[config.mk]
export PLATFORM = sky130hd
export DESIGN_NAME = temp_entry_flat
export DESIGN_NICKNAME = d
export VERILOG_FILES = /design/src/rtl/temp_entry_pkg.sv /design/src/rtl/temp_entry_if.sv /design/src/rtl/temp_entry_key_debounce.sv /design/src/rtl/temp_entry.sv /design/src/flat_wrapper.sv
export SDC_FILE = /design/constraint.sdc
export NUM_CORES = 1
export LEC_CHECK = 0
export ABC_AREA = 1
export CAP_MARGIN = 10
export CORE_MARGIN = 2
export CORE_UTILIZATION = 35
export CTS_CLUSTER_DIAMETER = 60
export CTS_CLUSTER_SIZE = 20
export DETAILED_ROUTE_END_ITERATION = 10
export PLACE_DENSITY_LB_ADDON = 0.3
export SLEW_MARGIN = 0
export SYNTH_ARGS = -nofsm -noshare
export SYNTH_HDL_FRONTEND = slang
export SYNTH_HIERARCHICAL = 1
export SYNTH_SLANG_ARGS = --single-unit
export TNS_END_PERCENT = 5
[constraint.sdc]
create_clock -name CLOCK_50 -period 3.4 [get_ports CLOCK_50]
set_clock_uncertainty 0.15 [all_clocks]
set_input_delay 0.68 -clock CLOCK_50 [delete_from_list [all_inputs] [get_ports CLOCK_50]]
set_output_delay 0.68 -clock CLOCK_50 [all_outputs]
set_load 0.01 [all_outputs]
[src/rtl/temp_entry_pkg.sv]
// Shared definitions for the temperature monitor front end.
// Contains the entry FSM encoding, BCD limits and temperature band thresholds.
package temp_pkg;

    typedef enum logic [1:0] {
        IDLE       = 2'd0,
        DIG_TENTHS = 2'd1,
        DIG_ONES   = 2'd2,
        DIG_TENS   = 2'd3
    } entry_state_t;

    localparam logic [3:0] BCD_MAX = 4'd9;
    localparam int unsigned TEMP_W = 12;

    // Band thresholds in BCD {tens, ones, tenths}, also used by the monitor stage
    localparam logic [TEMP_W-1:0] TEMP_COLD_BCD = 12'h050;
    localparam logic [TEMP_W-1:0] TEMP_WARM_BCD = 12'h300;
    localparam logic [TEMP_W-1:0] TEMP_HOT_BCD  = 12'h400;

    function automatic logic bcd_ok(input logic [3:0] digit);
        return digit <= BCD_MAX;
    endfunction

endpackage

[src/rtl/temp_entry_if.sv]
// Reading hand-off from the entry stage to the monitor/alarm stage.
// The master drives a committed BCD reading plus a one-cycle valid pulse.
interface temp_entry_if;
    import temp_pkg::*;

    logic [TEMP_W-1:0] temp_bcd;
    logic              temp_valid;

    modport master (output temp_bcd, output temp_valid);
    modport slave  (input  temp_bcd, input  temp_valid);

endinterface

[src/rtl/temp_entry_key_debounce.sv]
// Synchroniser, debouncer and press detector for one active-low push button.
// After reset the key must first be seen released for a full debounce window before presses count.
module key_debounce #(
    parameter int unsigned DEBOUNCE_CYCLES = 500000
) (
    input  logic clk,
    input  logic rst_n,
    input  logic key_n,
    output logic press,
    output logic level
);
    localparam int unsigned CW = (DEBOUNCE_CYCLES > 1) ? $clog2(DEBOUNCE_CYCLES) : 1;
    localparam logic [CW-1:0] CNT_LAST = CW'((DEBOUNCE_CYCLES > 0) ? DEBOUNCE_CYCLES - 1 : 0);

    logic [1:0]    sync;
    logic          armed;
    logic          target;
    logic [CW-1:0] cnt;

    always_ff @(posedge clk or negedge rst_n) begin
        if (!rst_n) begin
            sync <= '1;
        end else begin
            sync <= {sync[0], key_n};
        end
    end

    // Until armed, the counter qualifies a stable release instead of a level change
    assign target = armed ? ~level : 1'b1;

    always_ff @(posedge clk or negedge rst_n) begin
        if (!rst_n) begin
            cnt   <= '0;
            level <= 1'b1;
            armed <= 1'b0;
            press <= 1'b0;
        end else begin
            press <= 1'b0;
            if (sync[1] != target) begin
                cnt <= '0;
            end else if (cnt == CNT_LAST) begin
                cnt <= '0;
                if (armed) begin
                    level <= ~level;
                    press <= level;
                end else begin
                    armed <= 1'b1;
                end
            end else begin
                cnt <= cnt + CW'(1);
            end
        end
    end

endmodule

[src/rtl/temp_entry.sv]
// Digit-entry stage: collects tenths, ones and tens BCD digits on debounced ENTER presses
// and commits the assembled reading to the monitor with a one-cycle valid pulse.
module temp_entry
    import temp_pkg::*;
#(
    parameter int unsigned DEBOUNCE_CYCLES = 500000,
    parameter int unsigned TIMEOUT_CYCLES  = 0
) (
    input  logic              CLOCK_50,
    input  logic              rst_n,
    input  logic              key_enter_n,
    input  logic [3:0]        sw_digit,
    temp_entry_if.master      reading,
    output logic [TEMP_W-1:0] entry_bcd,
    output logic [1:0]        input_state,
    output logic [2:0]        digit_en,
    output logic              digit_err
);
    localparam int unsigned TW = (TIMEOUT_CYCLES > 1) ? $clog2(TIMEOUT_CYCLES) : 1;
    localparam logic [TW-1:0] TO_LAST = TW'((TIMEOUT_CYCLES > 0) ? TIMEOUT_CYCLES - 1 : 0);
    localparam bit TO_EN = (TIMEOUT_CYCLES != 0);

    entry_state_t      state, state_nx;
    logic [TEMP_W-1:0] entry_nx;
    logic [TEMP_W-1:0] temp_q, temp_nx;
    logic              valid_q, valid_nx;
    logic              err_nx;
    logic [TW-1:0]     to_cnt;
    logic              timeout;
    logic              press;
    logic              key_level_unused;

    key_debounce #(.DEBOUNCE_CYCLES(DEBOUNCE_CYCLES)) u_key_enter (
        .clk   (CLOCK_50),
        .rst_n (rst_n),
        .key_n (key_enter_n),
        .press (press),
        .level (key_level_unused)
    );

    assign timeout = TO_EN && (state != IDLE) && (to_cnt == TO_LAST);

    always_ff @(posedge CLOCK_50 or negedge rst_n) begin
        if (!rst_n) begin
            to_cnt <= '0;
        end else if (press || (state == IDLE) || timeout) begin
            to_cnt <= '0;
        end else if (TO_EN) begin
            to_cnt <= to_cnt + TW'(1);
        end
    end

    always_ff @(posedge CLOCK_50 or negedge rst_n) begin
        if (!rst_n) begin
            state     <= IDLE;
            entry_bcd <= '0;
            temp_q    <= '0;
            valid_q   <= 1'b0;
            digit_err <= 1'b0;
        end else begin
            state     <= state_nx;
            entry_bcd <= entry_nx;
            temp_q    <= temp_nx;
            valid_q   <= valid_nx;
            digit_err <= err_nx;
        end
    end

    // A press in the same cycle as the timeout takes priority
    always_comb begin
        state_nx = state;
        entry_nx = entry_bcd;
        temp_nx  = temp_q;
        valid_nx = 1'b0;
        err_nx   = digit_err;
        if (press) begin
            unique case (state)
                IDLE: begin
                    state_nx = DIG_TENTHS;
                    entry_nx = '0;
                    err_nx   = 1'b0;
                end
                DIG_TENTHS: begin
                    if (bcd_ok(sw_digit)) begin
                        entry_nx[3:0] = sw_digit;
                        err_nx        = 1'b0;
                        state_nx      = DIG_ONES;
                    end else begin
                        err_nx = 1'b1;
                    end
                end
                DIG_ONES: begin
                    if (bcd_ok(sw_digit)) begin
                        entry_nx[7:4] = sw_digit;
                        err_nx        = 1'b0;
                        state_nx      = DIG_TENS;
                    end else begin
                        err_nx = 1'b1;
                    end
                end
                DIG_TENS: begin
                    if (bcd_ok(sw_digit)) begin
                        entry_nx[11:8] = sw_digit;
                        temp_nx        = {sw_digit, entry_bcd[7:0]};
                        valid_nx       = 1'b1;
                        err_nx         = 1'b0;
                        state_nx       = IDLE;
                    end else begin
                        err_nx = 1'b1;
                    end
                end
            endcase
        end else if (timeout) begin
            state_nx = IDLE;
            entry_nx = '0;
            err_nx   = 1'b0;
        end
    end

    always_comb begin
        digit_en = 3'b000;
        unique case (state)
            IDLE:       digit_en = 3'b000;
            DIG_TENTHS: digit_en = 3'b001;
            DIG_ONES:   digit_en = 3'b010;
            DIG_TENS:   digit_en = 3'b100;
        endcase
    end

    assign input_state        = state;
    assign reading.temp_bcd   = temp_q;
    assign reading.temp_valid = valid_q;

endmodule
[src/flat_wrapper.sv]
// flat-port wrapper written by rule: the top's interface ports become plain ports
module temp_entry_flat import temp_pkg::*;
#(
    parameter int unsigned DEBOUNCE_CYCLES = 500000,
    parameter int unsigned TIMEOUT_CYCLES  = 0
)
  (CLOCK_50, rst_n, key_enter_n, sw_digit, entry_bcd, input_state, digit_en, digit_err, reading_temp_bcd, reading_temp_valid);
  temp_entry_if reading_i ();
  input  logic CLOCK_50;
  input  logic rst_n;
  input  logic key_enter_n;
  input  logic [3:0] sw_digit;
  output logic [TEMP_W-1:0] entry_bcd;
  output logic [1:0] input_state;
  output logic [2:0] digit_en;
  output logic digit_err;
  output wire logic [$bits(reading_i.temp_bcd)-1:0] reading_temp_bcd;
  output wire logic [$bits(reading_i.temp_valid)-1:0] reading_temp_valid;
  assign reading_temp_bcd = reading_i.temp_bcd;
  assign reading_temp_valid = reading_i.temp_valid;
  temp_entry #(.DEBOUNCE_CYCLES(DEBOUNCE_CYCLES), .TIMEOUT_CYCLES(TIMEOUT_CYCLES)) u_core (.CLOCK_50(CLOCK_50), .rst_n(rst_n), .key_enter_n(key_enter_n), .sw_digit(sw_digit), .reading(reading_i), .entry_bcd(entry_bcd), .input_state(input_state), .digit_en(digit_en), .digit_err(digit_err));
endmodule
; Yosys cells after proc, flatten, opt, wreduce, memory -nomap -nowiden
; Cells that the tools add are included.
[word_totals]
reg_bits = 52
in_bits = 7
output_inout_bits = 31
[op_classes]
n_addsub = 1
n_lt_le_gt_ge = 1
n_eq_ne = 8
mux = 20
n_bitwise = 2
n_reduce_logical = 12
[op_table]
columns = op, n
row1 = 2-to-1 mux 19 bit, 2
row2 = one-hot mux 4 bit (2 select lines), 3
row3 = adder 19 x 1 -> 19 bit (second input constant), 1
row4 = equality test 19 bit (second input constant), 1
row5 = AND reduction 3 bit, 5
row6 = one-hot mux 3 bit (4 select lines), 1
row7 = 2-to-1 mux 1 bit, 8
row8 = one-hot mux 2 bit (4 select lines), 1
row9 = 2-to-1 mux 2 bit, 3
row10 = != test 2 x 1 -> 1 bit (second input constant), 3
row11 = nonzero test 2 bit, 3
row12 = equality test 2 bit (second input constant), 2
row13 = less-or-equal comparator 4 bit (second input constant), 1
row14 = 2-to-1 mux 4 bit, 1
row15 = AND reduction 4 bit, 1
row16 = OR reduction 3 bit, 1
row17 = equality test 2 x 1 -> 1 bit (second input constant), 1
row18 = zero test 2 bit, 1
row19 = inverter 1 bit, 2
row20 = one-hot mux 1 bit (2 select lines), 1
row21 = AND reduction 2 bit, 1
row22 = != test 1 bit, 1

; Depth between registers and ports, before layout
[depth]
depth_word = 5
mapped_depth = 8
mapped_depth_nobuf = 8

; By module
; Netlist, hierarchy kept.
[modules_own_cells]
columns = mod, n_inst, cells_per_inst, area_each_um2, seq_area_each_um2
row1 = temp_entry, 1, 147, 1295.0, 700.7
row2 = key_debounce, 1, 155, 1293.7, 604.3

; Worst setup path after synthesis
; Ideal clock, no wire load.
[synth_timing]
path_type = register to output
startpoint = reg u_core.state[0], in the netlist u_core/input_state[0]
endpoint = out digit_en[1]
arrival_ps = 828
setup_slack_ps = 1742
stages_incl_launch_ff = 3
path_buffers = 0
path_cell_list = dfrtp_1 inv_1 ha_1
[synth_between]
elab_chain_len = 2
[synth_rtl]
columns = element, line_no
row1 = "start, declared", temp_entry.sv:23  ; entry_state_t state, state_nx;
row2 = "start signal, assigned", temp_entry.sv:61  ; state <= state_nx;
row3 = equality test 2 bit (tied with other cells), temp_entry.sv:122  ; unique case (state)
row4 = one-hot mux 3 bit (4 select lines) (*), temp_entry.sv:122
row5 = "end, declared", flat_wrapper.sv:15  ; output logic [2:0] digit_en;
; Every way passes the cells marked *; elsewhere a longest branch is shown, timed or not.

; Worst setup path after layout
; Same ends and word-level chain as after synthesis.

==> results.cfg <==
[run_status]
status = finished clean

[detailed_routing]
drt_iter0_markers = 96
wire_per_inst_um = 11.89
wl_um = 5277
ant_nets = 0
remaining_drc_errors = 0
vias_per_cell = 4.430
vias = 1967
drtPass1Iterations = 4

[global_route]
grt_max_degree = 33
grt-ovfl-total = 0
grt_pass1_wl_um = 8880
met2_usage_pct = 19.80
grt_util_all_layers_pct = 13.37
grt_busiest_layer = met1
grtUsageMet1_pct = 19.94
antenna_found_initial = 0
grt_pass1_vias = 1880
use_met3_pct = 2.431

[cells_and_area]
post-route-util_pct = 43.60
nets = 360
drive_gt1_share_pct = 13.91
antenna_cells = 0
syn2layout_area_growth_pct = 21.51
nFillCells = 762
layout_commonest_cell = nand2_1
final_cell_mix = nand2_1, dfrtp_1, clkdlybuf4s50_1

[setup_path]
ff2ff_path_depth = 6
critical_path_peak_fanout = 7
start_kind = flip-flop
arrival_ps = 1640
r2r_start = u_core/u_key_enter/cnt[0]
required_ps = 2570
end_kind = output port
regToRegSetupSlack_ps = 1680
endpoint = digit_en[1]
cp-startpoint = u_core/input_state[0]
worstSetupPathType = flip-flop to output port
r2r-end = u_core/u_key_enter/cnt[5]

[timing]
worst_slew_pin_slew_ps = 471.8
finalCriticalPeriod_ps = 2471
timing.final.hold_violations = 0
report.final.slew_viol_count = 0
period_share_pct = 72.67
setup_viol = 0
relSlewSlack_pct = 68.55
setup_tns_ps = 0
fmax_mhz = 404.8
rsz0062_at_grt = no

[synth]
synth_xor_xnor_area_share_pct = 3.335
synthCells = 302
synth_top_family_by_area = simple AND/OR/NAND/NOR gates
synthMuxAreaShare_pct = 0
synth_fa_ha_area_share_pct = 4.350
avgSynthCellArea_sq_um = 8.572
ys_ff_latch = 52
synth_compound_area_share_pct = 3.093
yosys_warnings = 6
ys_types = 28
synth_seq_area_share_pct = 50.41
syn-num-nets = 318
synth-simple-area-share_pct = 33.16
syn_area_sq_um = 2589

[clocking]
cts-resized-gates = 0
cts_setup_buffers = 0
numCtsBuffers = 5
path_clk_slew_ps = 100
clock_path_buffers = 2
cts_tree = done
cts_hold_repair.buffers = 0
clock_sinks = 52
cts_htree_levels = 2
root_buffer = clkbuf_8
clk_latency_ps = 300

[floorplanning]
fp.dieH_um = 90
num_rows = 31
die_area_sq_um = 8100
pin_count = 38
die_w_um = 90
core_area_sq_um = 7214
start_util_pct = 35.88

[job]
cap_viol_max_count = 0

[power]
peakVddDrop_uv = 164.5
power.internal_w = 0.0007851
p_sw_w = 0.0002453
p_clk_share_pct = 35.4
swShare_pct = 23.80
p_leak_nw = 1.467
seqPwrFrac_pct = 60.7
p_per_area_nw_per_um2 = 327.6
p_comb_share_pct = 3.9

[placement]
routabilityCongestion = 0.8129
hpwl_um = 3917
numPortBuffers = 37

[min_path]
min_path_type = input port to asynchronous set/reset pin
-- metrics by stage --
| stage | std cells | cell area [sq um] | power, W | setup slack (ps) | hold slack, ps |
|---|---|---|---|---|---|
| 4_1_cts | 444 | 3146 | 0.001051 | 900.6 | 170.6 |
| 2_1_floorplan | 302 | 2589 | 0.0006532 | 1742 | 195.2 |
| 6_report | 444 | 3146 | 0.001030 | 929.4 | 164.4 |
| 3_5_place_dp | 436 | 3052 | 0.0006790 | 1144 | 199.8 |
| 5_1_grt | 444 | 3146 | 0.001075 | 822.6 | 187.2 |
| 3_3_place_gp | 436 | 3052 | 0.0006783 | 1210 | 196.8 |
-- sequential cells by signal, indices dropped and copies added, names as in the netlist --
register,cells
u_core/reading.temp_valid,1
u_core/u_key_enter/level,1
u_core/u_key_enter/press,1
u_core/u_key_enter/armed,1
u_core/entry_bcd,12
u_core/input_state,2
u_core/u_key_enter/cnt,19
u_core/u_key_enter/sync,2
u_core/digit_err,1
u_core/reading.temp_bcd,12
-- metal layers --
metal / vias to the layer above / share of wire, % / wire length, um
met5: - / 0 / 0
met4: 0 / 1.1 / 60
met3: 6 / 3.2 / 170
met2: 39 / 43 / 2262
met1: 908 / 53 / 2784
li1: 1014 / - / -
-- synth_stat cells (all sizes together) --
library cell	instances	area, sq um
a22o	1	8.760
xor2	7	68.82
a21oi	3	15.01
o211ai	1	7.510
o21bai	1	7.510
ha	9	112.6
inv	30	112.6
dfrtp	49	1226
buf	3	33.78
xnor2	2	17.52
o21a	1	7.510
nand4	3	18.77
nor3b	2	15.01
nand2	113	454.2
nand3	15	87.59
o21ai	6	33.78
nor2	50	267.8
dfstp	3	78.83
nor3	3	15.01
-- power groups by stage --
stage / Combinational, W / Clock [W] / Sequential, W
finish: 0.0000401 / 0.000365 / 0.000625
global route: 0.0000465 / 0.000403 / 0.000626
CTS: 0.0000417 / 0.000384 / 0.000625
detailed placement: 0.0000415 / 0 / 0.000637
global placement: 0.0000410 / 0 / 0.000637
floorplan: 0.0000160 / 0 / 0.000637
-- worst min-delay path by stage --
stage                                             to                       start  slack, ps
after floorplan           u_core/u_key_enter/sync[1]  u_core/u_key_enter/sync[0]        200
after global placement    u_core/u_key_enter/sync[1]  u_core/u_key_enter/sync[0]        200
after detailed placement  u_core/u_key_enter/sync[1]  u_core/u_key_enter/sync[0]        200
after CTS                      u_core/input_state[1]                       rst_n        170
after global routing           u_core/input_state[0]                       rst_n        190
final                     u_core/reading.temp_bcd[8]                       rst_n        160
-- worst max-delay path, cell delays in order, from the launching register on --
cell and delay (ps):
dfrtp_1 470, inv_1 160, ha_1 160, clkdlybuf4s50_1 550
-- area by class of cell --
cell class	instances	area (sq um)	share of cell area, %
Clock inverter	3	25.02	0.7955
Inverter	30	112.6	3.580
Timing Repair Buffer	38	372.9	11.85
Multi-Input combinational cell	217	1137	36.16
Clock buffer	5	68.82	2.188
Tap cell	99	123.9	3.938
Sequential cell	52	1305	41.49
-- cells by family after synthesis --
kind of cell | after synthesis
adders and majority gates | 9
AOI/OAI and AO/OA | 13
xor gates and xnor gates | 9
buffers and inverters | 33
and+or+nand+nor | 186
DFF | 52
No activity file was read; power rests on OpenSTA's default activity.
